`src/rtl/pw_pattern_match_if.sv`:
```
// Front-end data/control bundle for the masked byte-pattern matcher.
// master drives data, pattern and arm controls; slave is the matcher.
interface pw_pattern_match_if #(
   parameter int pPATTERN_BYTES = 64,
   parameter int pLEN_WIDTH     = 7
);
   logic [7:0]                  I_data;
   logic                        I_data_valid;
   logic                        I_flush;
   logic [8*pPATTERN_BYTES-1:0] I_pattern;
   logic [8*pPATTERN_BYTES-1:0] I_mask;
   logic [pLEN_WIDTH-1:0]       I_pattern_bytes;
   logic                        I_arm;
   logic                        I_disarm;
   logic                        O_armed;
   logic                        O_match;
   logic [15:0]                 O_match_count;

   modport master (
      output I_data, I_data_valid, I_flush, I_pattern, I_mask, I_pattern_bytes,
             I_arm, I_disarm,
      input  O_armed, O_match, O_match_count
   );
   modport slave (
      input  I_data, I_data_valid, I_flush, I_pattern, I_mask, I_pattern_bytes,
             I_arm, I_disarm,
      output O_armed, O_match, O_match_count
   );
endinterface

```
`src/rtl/pw_pattern_match.sv`:
```
// Sliding-window masked byte-pattern matcher feeding the trigger stage.
// One single-cycle match pulse per arm; the compare result is registered (2-edge latency).
module pw_byte_cmp (
   input  logic [7:0] hist_i,
   input  logic [7:0] pat_i,
   input  logic [7:0] mask_i,
   input  logic       en_i,
   output logic       ok_o
);
   assign ok_o = !en_i || (((hist_i ^ pat_i) & mask_i) == 8'h00);
endmodule

module pw_pattern_match #(
   parameter int pPATTERN_BYTES = 64,
   parameter int pLEN_WIDTH     = 7
) (
   input  logic              fe_clk,
   input  logic              reset_i,
   pw_pattern_match_if.slave bus
);
   localparam logic [pLEN_WIDTH-1:0] MAX_LEN = pLEN_WIDTH'(pPATTERN_BYTES);

   typedef enum logic {DISARMED, ARMED} state_e;

   state_e                         state_q;
   logic [pPATTERN_BYTES-1:0][7:0] hist_q;
   logic [pLEN_WIDTH-1:0]          fill_q;
   logic [pLEN_WIDTH-1:0]          le_c;
   logic [pPATTERN_BYTES-1:0]      lane_ok;
   logic                           hit_c;
   logic                           match_d;
   logic                           match_q;
   logic [15:0]                    count_q;

   assign le_c = (bus.I_pattern_bytes > MAX_LEN) ? MAX_LEN : bus.I_pattern_bytes;

   // Lanes at or beyond the active length are forced to "ok".
   for (genvar k = 0; k < pPATTERN_BYTES; k++) begin : g_lane
      pw_byte_cmp u_cmp (
         .hist_i (hist_q[k]),
         .pat_i  (bus.I_pattern[8*k +: 8]),
         .mask_i (bus.I_mask[8*k +: 8]),
         .en_i   (pLEN_WIDTH'(k) < le_c),
         .ok_o   (lane_ok[k])
      );
   end

   assign hit_c   = (le_c != '0) && (fill_q >= le_c) && (&lane_ok);
   // Suppressing back-to-back pulses keeps an arm-on-hit from double firing.
   assign match_d = hit_c && (state_q == ARMED) && !match_q;

   always_ff @(posedge fe_clk or posedge reset_i) begin
      if (reset_i) begin
         state_q <= DISARMED;
         hist_q  <= '0;
         fill_q  <= '0;
         match_q <= 1'b0;
         count_q <= '0;
      end else begin
         if (bus.I_flush) begin
            fill_q <= '0;
         end else if (bus.I_data_valid) begin
            hist_q <= {hist_q[pPATTERN_BYTES-2:0], bus.I_data};
            if (fill_q != MAX_LEN) fill_q <= fill_q + pLEN_WIDTH'(1);
         end
         match_q <= match_d;
         if (match_d && count_q != 16'hFFFF) count_q <= count_q + 16'd1;
         case (state_q)
            DISARMED: if (bus.I_arm && !bus.I_disarm) state_q <= ARMED;
            ARMED:    if (bus.I_disarm || (match_d && !bus.I_arm)) state_q <= DISARMED;
            default:  state_q <= DISARMED;
         endcase
      end
   end

   assign bus.O_armed       = (state_q == ARMED);
   assign bus.O_match       = match_q;
   assign bus.O_match_count = count_q;
endmodule

```
`src/flat_wrapper.sv`:
```
// flat-port wrapper written by rule: the top's interface ports become plain ports
module pw_pattern_match_flat 
#(
   parameter int pPATTERN_BYTES = 64,
   parameter int pLEN_WIDTH     = 7
)
  (fe_clk, reset_i, bus_I_data, bus_I_data_valid, bus_I_flush, bus_I_pattern, bus_I_mask, bus_I_pattern_bytes, bus_I_arm, bus_I_disarm, bus_O_armed, bus_O_match, bus_O_match_count);
  pw_pattern_match_if #(.pPATTERN_BYTES(pPATTERN_BYTES), .pLEN_WIDTH(pLEN_WIDTH)) bus_i ();
  input  logic fe_clk;
  input  logic reset_i;
  input wire logic [$bits(bus_i.I_data)-1:0] bus_I_data;
  input wire logic [$bits(bus_i.I_data_valid)-1:0] bus_I_data_valid;
  input wire logic [$bits(bus_i.I_flush)-1:0] bus_I_flush;
  input wire logic [$bits(bus_i.I_pattern)-1:0] bus_I_pattern;
  input wire logic [$bits(bus_i.I_mask)-1:0] bus_I_mask;
  input wire logic [$bits(bus_i.I_pattern_bytes)-1:0] bus_I_pattern_bytes;
  input wire logic [$bits(bus_i.I_arm)-1:0] bus_I_arm;
  input wire logic [$bits(bus_i.I_disarm)-1:0] bus_I_disarm;
  output wire logic [$bits(bus_i.O_armed)-1:0] bus_O_armed;
  output wire logic [$bits(bus_i.O_match)-1:0] bus_O_match;
  output wire logic [$bits(bus_i.O_match_count)-1:0] bus_O_match_count;
  assign bus_i.I_data = bus_I_data;
  assign bus_i.I_data_valid = bus_I_data_valid;
  assign bus_i.I_flush = bus_I_flush;
  assign bus_i.I_pattern = bus_I_pattern;
  assign bus_i.I_mask = bus_I_mask;
  assign bus_i.I_pattern_bytes = bus_I_pattern_bytes;
  assign bus_i.I_arm = bus_I_arm;
  assign bus_i.I_disarm = bus_I_disarm;
  assign bus_O_armed = bus_i.O_armed;
  assign bus_O_match = bus_i.O_match;
  assign bus_O_match_count = bus_i.O_match_count;
  pw_pattern_match #(.pPATTERN_BYTES(pPATTERN_BYTES), .pLEN_WIDTH(pLEN_WIDTH)) u_core (.fe_clk(fe_clk), .reset_i(reset_i), .bus(bus_i));
endmodule
```
`config.mk`:
```
export PLATFORM = sky130hd
export DESIGN_NAME = pw_pattern_match_flat
export DESIGN_NICKNAME = d
export VERILOG_FILES = /design/src/rtl/pw_pattern_match_if.sv /design/src/rtl/pw_pattern_match.sv /design/src/flat_wrapper.sv
export SDC_FILE = /design/constraint.sdc
export NUM_CORES = 1
export LEC_CHECK = 0
export ABC_AREA = 1
export BUFFER_PORTS_ARGS = -buffer_cell sky130_fd_sc_hd__buf_2
export CORE_AREA = 3 3 411 413
export CTS_CLUSTER_SIZE = 14
export DETAILED_ROUTE_END_ITERATION = 10
export DIE_AREA = 0 0 414 416
export PLACE_DENSITY_LB_ADDON = 0.3
export SLEW_MARGIN = 10
export SYNTH_ARGS = -nofsm -noshare
export SYNTH_HDL_FRONTEND = slang
export SYNTH_HIERARCHICAL = 1
export SYNTH_SLANG_ARGS = --single-unit
```
`constraint.sdc`:
```
create_clock -name fe_clk -period 22.8 [get_ports fe_clk]
set_clock_uncertainty 0.05 [all_clocks]
set_input_delay 3.42 -clock fe_clk [delete_from_list [all_inputs] [get_ports fe_clk]]
set_output_delay 3.42 -clock fe_clk [all_outputs]
set_load 0.02 [all_outputs]
```
==> Word-level counts from Yosys, hierarchy flattened <==
Cells that the tools add are included.
{ "classes": {"addsub": 2, "n_lt_le_gt_ge": 66, "eq_ne": 2, "muxes": 7, "bitwise_logic": 130, "n_reduce_logical": 209} }
{ "op_table": {"columns": ["op", "n"], "rows": [
  ["8-bit AND", 64],
  ["8-bit zero test", 64],
  ["8-bit XOR", 64],
  ["6-bit by 7-bit less-than comparator with 1-bit output, first input constant", 32],
  ["5-bit by 7-bit less-than comparator with 1-bit output, first input constant", 16],
  ["1-bit zero test", 67],
  ["1-bit logical OR", 65],
  ["64-bit AND reduction", 1],
  ["4-bit by 7-bit less-than comparator with 1-bit output, first input constant", 8],
  ["3-bit by 7-bit less-than comparator with 1-bit output, first input constant", 4],
  ["7-bit two-way mux", 4],
  ["16-bit by 1-bit adder with 16-bit output, second input constant", 1],
  ["16-bit inequality test, second input constant", 1],
  ["1-bit by 7-bit less-than comparator with 1-bit output, first input constant", 2],
  ["2-bit by 7-bit less-than comparator with 1-bit output, first input constant", 2],
  ["7-bit by 1-bit adder with 7-bit output, second input constant", 1],
  ["7-bit greater-or-equal comparator", 1],
  ["7-bit greater-than comparator, second input constant", 1],
  ["1-bit logical AND", 7],
  ["7-bit inequality test, second input constant", 1],
  ["7-bit nonzero test", 1],
  ["2-bit AND reduction", 2],
  ["2-bit nonzero test", 2],
  ["1-bit two-way mux", 2],
  ["2 further kinds", 3]
]} }
{ "totals": {"register_bits": 537, "in_bits": 1045, "out_inout_bits": 18, "wordCells": 484} }

==> Longest topological paths before layout <==
{ "logic_depth": {"ltp_word": 13, "depth_mapped": 23, "mapped_depth_nobuf": 22} }

==> By module <==
Netlist, hierarchy kept.
{ "by_module_without_submodules": {"columns": ["mod", "instances", "cells_per_inst", "area_per_inst_um2", "seq_area_each_um2"], "rows": [
  ["pw_pattern_match", 1, 1692, 21473.1, 13437.9],
  ["pw_byte_cmp", 64, 48, 195.2, 0.0]
]} }

==> Least setup slack after synthesis <==
No wires, ideal clock.
{ "synth_path": {"kind": "input to register", "from": "input bus_I_pattern_bytes[6]", "to": "register u_core.count_q[9] (netlist: u_core/bus.O_match_count[9])", "setup_time_ps": 118, "t_arrival_ps": 5408, "required_time_ps": 22632, "setup_slack_ps": 17224, "path_stages": 20, "path_buffers": 2, "path_cell_list": "buf_6 nor2_4 inv_1 nor2_1 inv_1 a21oi_1 o21ai_0 nand2_1 nand2_1 nor2_1 nand2_1 nor2_1 nand3_2 nor2_2 nand2_2 inv_2 buf_6 nand3_1 nand2_1 nand2_1"} }
{ "synth_between": {"elab_chain_len": 10} }
{ "synth_lines": {"columns": ["element", "line", "rtl"], "rows": [
  ["start: declaration", "flat_wrapper.sv:16", "input wire logic [$bits(bus_i.I_pattern_bytes)-1:0] bus_I_pattern_bytes;"],
  ["7-bit greater-than comparator", "pw_pattern_match.sv:35", "assign le_c = (bus.I_pattern_bytes > MAX_LEN) ? MAX_LEN : bus.I_pattern_bytes;"],
  ["7-bit two-way mux (*)", "pw_pattern_match.sv:35", null],
  ["4-bit by 7-bit less-than comparator with 1-bit output (*)", "pw_pattern_match.sv:43", ".en_i (pLEN_WIDTH'(k) < le_c),"],
  ["1-bit zero test (*)", "pw_pattern_match.sv:10", "assign ok_o = !en_i || (((hist_i ^ pat_i) & mask_i) == 8'h00);"],
  ["1-bit logical OR (*)", "pw_pattern_match.sv:10", null],
  ["net u_core.lane_ok[8]", "pw_pattern_match.sv:29", "logic [pPATTERN_BYTES-1:0] lane_ok;"],
  ["64-bit AND reduction (*)", "pw_pattern_match.sv:48", "assign hit_c = (le_c != '0) && (fill_q >= le_c) && (&lane_ok);"],
  ["1-bit logical AND (*)", "pw_pattern_match.sv:48", null],
  ["1-bit logical AND (*) (2 in a row)", "pw_pattern_match.sv:50", "assign match_d = hit_c && (state_q == ARMED) && !match_q;"],
  ["net u_core.match_d", "pw_pattern_match.sv:31", "logic match_d;"],
  ["1-bit logical AND (*)", "pw_pattern_match.sv:67", "if (match_d && count_q != 16'hFFFF) count_q <= count_q + 16'd1;"],
  ["end signal: assignment", "pw_pattern_match.sv:67", null],
  ["end: declaration", "pw_pattern_match.sv:33", "logic [15:0] count_q;"]
]} }
The timed path passes the listed nets; every way through them passes the cells marked *.
A chain may end at the register's enable or synchronous reset.

==> Final worst setup path <==
{ "layout_path": {"from": "input bus_I_flush", "to": "register u_core/hist_q[107] (netlist bit)"} }
{ "layout_between": {"elab_chain_len": 2} }
{ "layout_lines": {"columns": ["element", "line", "rtl"], "rows": [
  ["start: declaration", "flat_wrapper.sv:13", "input wire logic [$bits(bus_i.I_flush)-1:0] bus_I_flush;"],
  ["1-bit NOT (no line)", null, null],
  ["2-bit AND reduction (no line)", null, null],
  ["end signal: assignment", "pw_pattern_match.sv:63", "hist_q <= {hist_q[pPATTERN_BYTES-2:0], bus.I_data};"],
  ["end: declaration", "pw_pattern_match.sv:26", "logic [pPATTERN_BYTES-1:0][7:0] hist_q;"]
]} }
No other way between the ends.

==> impl_metrics.yaml <==
yosys:
  synthFlopType: "dfrtp_1"
  async_flop_share: 1.00
  synthTopCellsByArea: "dfrtp_1, nand2_1, mux2_2"
  yosys_register_bits: 537
  synth_fp_nets: 5819
  postSynthCellCount: 4764
  synth_edf_count: 0
  yosys_warnings: 6
  yosysTopAreaCell: "dfrtp_1"
  synth_top_area_frac: 0.396
  syn_avg_cell_area_um2: 7.13
  synth.cell_area_um2: 34000
  synth_seq_area_share: 0.396
  yosys.cell_types.count: 35
grt:
  grt-busiest-layer: "met2"
  grt_use_total: 0.180
  grt-ovfl-total: 0
  grt_start_max_net_pins: 156
  grt_pass1_vias: 31000
  grt_pass1_wl_um: 223000
  grt_util_met3: 0.0364
  antenna_found_initial: 111
  met1_usage: 0.216
  grtUsageMet2: 0.334
route:
  first_pass_iters: 5
  drtIter0Drc: 1858
  ant_nets: 0
  viasPerCell: 4.06
  post-route-drc-count: 0
  route.vias.total: 32900
  wl_um: 161000
  wl_per_cell_um: 19.8
finish:
  layout-drive-gt1-share: 0.286
  fillers: 18400
  fin_nets: 6888
  syn_to_final_growth_pct: 30.0
floorplanning:
  row_count: 149
  die_area_um2: 172000
  io_pins: 1063
  chipWidth_um: 414
  coreArea_um2: 165000
  die_h_um: 416
  initial_utilization: 0.206
power_and_ir_drop:
  total_power_mw: 3.22
  p_leak_nw: 25.2
  vdd_drop_max_v: 0.0000466
  cellPowerDensity_nw_per_um2: 73.0
clock_network:
  cts_max_level: 3
  clk_latency_ns: 0.64
  ctsHoldBuffers: 0
  clkSinkCount: 537
  postCtsSetupRepairBufs: 0
  cts_root_buf: "clkbuf_16"
  cts_buffer_depth: 3
  post_cts_resized: 0
  cts_tree: "yes"
  clk_pin_slew_ns: 0.06
  cts_buffers: 68
run:
  cap_violations: 0
sta:
  max_slew.worst_pin.slew_ns: 1.05
  hold_viol: 0
  rsz0062_at_grt: "no"
  fin_crit_sh: 0.316
  fmax_mhz: 139
  fin_crit_ns: 7.19
  finalSetupViolations: 0
  max_slew_margin: 0.300
  tns_ns: 0
  final_max_slew_viol_count: 0
worst_setup_path:
  criticalPathCategory: "input port to flip-flop"
  crit_fanout: 155
  critPathCaptureType: "flip-flop"
  critPathRequiredTime_ns: 23.26
  cp.arrival_ns: 7.66
  crit_top_cell: "buf_4"
  start_kind: "input port"
  cp_slowest_cell: "buf_4"
  cpPeakStageDelay_ns: 0.84
  cp_cell_sequence: "buf_2 > clkinv_1 > nand2_8 > buf_12 > buf_4 > buf_4 > mux2_2"
placement:
  place_congestion: 0.964
  dp_hpwl_um: 138000
  io_buffers: 1062
run_status:
  status: "finished, final reports clean"
min_path:
  worst_hold_path_type: "flip-flop to flip-flop"
## kinds of logic (layout without fill, tap and decap cells)
logic type / count (synthesis) / count (layout) / synth area share
buffers and inverters: 1215 / 2336 / 0.137
other: 0 / 30 / 0
DFF: 537 / 537 / 0.396
AOI/OAI and AO/OA: 161 / 161 / 0.0243
and+or+nand+nor: 2422 / 2422 / 0.301
muxes: 412 / 412 / 0.137
adders and majority gates: 10 / 10 / 0.00368
xor gates and xnor gates: 7 / 7 / 0.00181
## cell usage after synthesis (10+ instances only)
cell type	n
nand2_1	1586
inv_1	1135
dfrtp_1	537
nand3_1	480
mux2_2	412
nor2_1	256
a21oi_1	82
o21ai_0	71
nand3_2	66
buf_2	62
nand4_1	12
ha_1	10
## critical path: cells and delay by family
| kind | cells | cell delay (ns) |
|---|---|---|
| multiplexers | 1 | 0.41 |
| buffers and inverters | 5 | 2.50 |
| AND/OR/NAND/NOR | 1 | 0.76 |
## cell usage in the layout, fill, tap and decap left out, types with 30 or more instances in the layout
master	instances
nor2_1	256
a21oi_1	82
nand3_2	66
mux2_2	412
o21ai_0	70
nand2_1	1586
clkbuf_16	69
diode_2	30
dfrtp_1	537
inv_1	1134
nand3_1	480
buf_2	1062
## path summary, 6_finish.rpt
| path | cells after the start | slack (ns) | endpoint | from |
|---|---|---|---|---|
| min reg2reg | 2 | 0.47 | u_core/bus.O_match_count[11]$_DFFE_PP0P_ | u_core/bus.O_match_count[11]$_DFFE_PP0P_ |
| max | 7 | 15.61 | u_core/hist_q[107]$_DFFE_PP0P_ | bus_I_flush |
| max in group asynchronous | 6 | 15.91 | u_core/hist_q[46]$_DFFE_PP0P_ | reset_i |
| max reg2reg | 16 | 19.69 | u_core/bus.O_match_count[2]$_DFFE_PP0P_ | u_core/hist_q[403]$_DFFE_PP0P_ |
| min | 2 | 0.47 | u_core/bus.O_match_count[11]$_DFFE_PP0P_ | u_core/bus.O_match_count[11]$_DFFE_PP0P_ |
| min in group asynchronous | 2 | 2.90 | u_core/hist_q[306]$_DFFE_PP0P_ | reset_i |
## through the flow
step                instances  setup slack, ns   util  area, µm²  hold slack, ns
detailed placement       7952            15.07  0.253      41800           0.463
floorplan                4764             4.32      -      34000           0.442
global route             8084            15.31  0.267      44100           0.523
global placement         7952            15.07  0.253      41800           0.457
finish                   8104            15.61  0.267      44100           0.473
CTS                      8074            15.80  0.267      44100           0.477
## metal layers
metal	part of all wire	up-vias
met1	0.42	15200
met4	0.018	44
met3	0.050	258
met2	0.51	846
li1	-	16600
met5	0.0019	-
## final cells by class
| class | count | area [µm²] | area share |
|---|---|---|---|
| sequential | 537 | 13400 | 0.304 |
| multi-input combinational | 3012 | 15900 | 0.360 |
| inverter | 1140 | 4290 | 0.0971 |
| tap | 2189 | 2740 | 0.0621 |
| clock buffer | 96 | 1970 | 0.0446 |
| timing repair buffer | 1074 | 5420 | 0.123 |
| clock inverter | 26 | 332 | 0.00751 |
| antenna | 30 | 75.1 | 0.00170 |
## registers in the layout, summed over array words and instances (netlist names)
signal / count
u_core/bus.O_match_count: 16
u_core/hist_q: 512
u_core/bus.O_armed: 1
u_core/bus.O_match: 1
u_core/fill_q: 7
## where the power goes
group / switching (mW) / internal, mW / total (mW)
clock network: 0.444 / 0.664 / 1.11
logic: 0.393 / 0.339 / 0.732
registers: 0.256 / 1.13 / 1.38
total: 1.09 / 2.13 / 3.22
(Power assumes the default switching activity.)
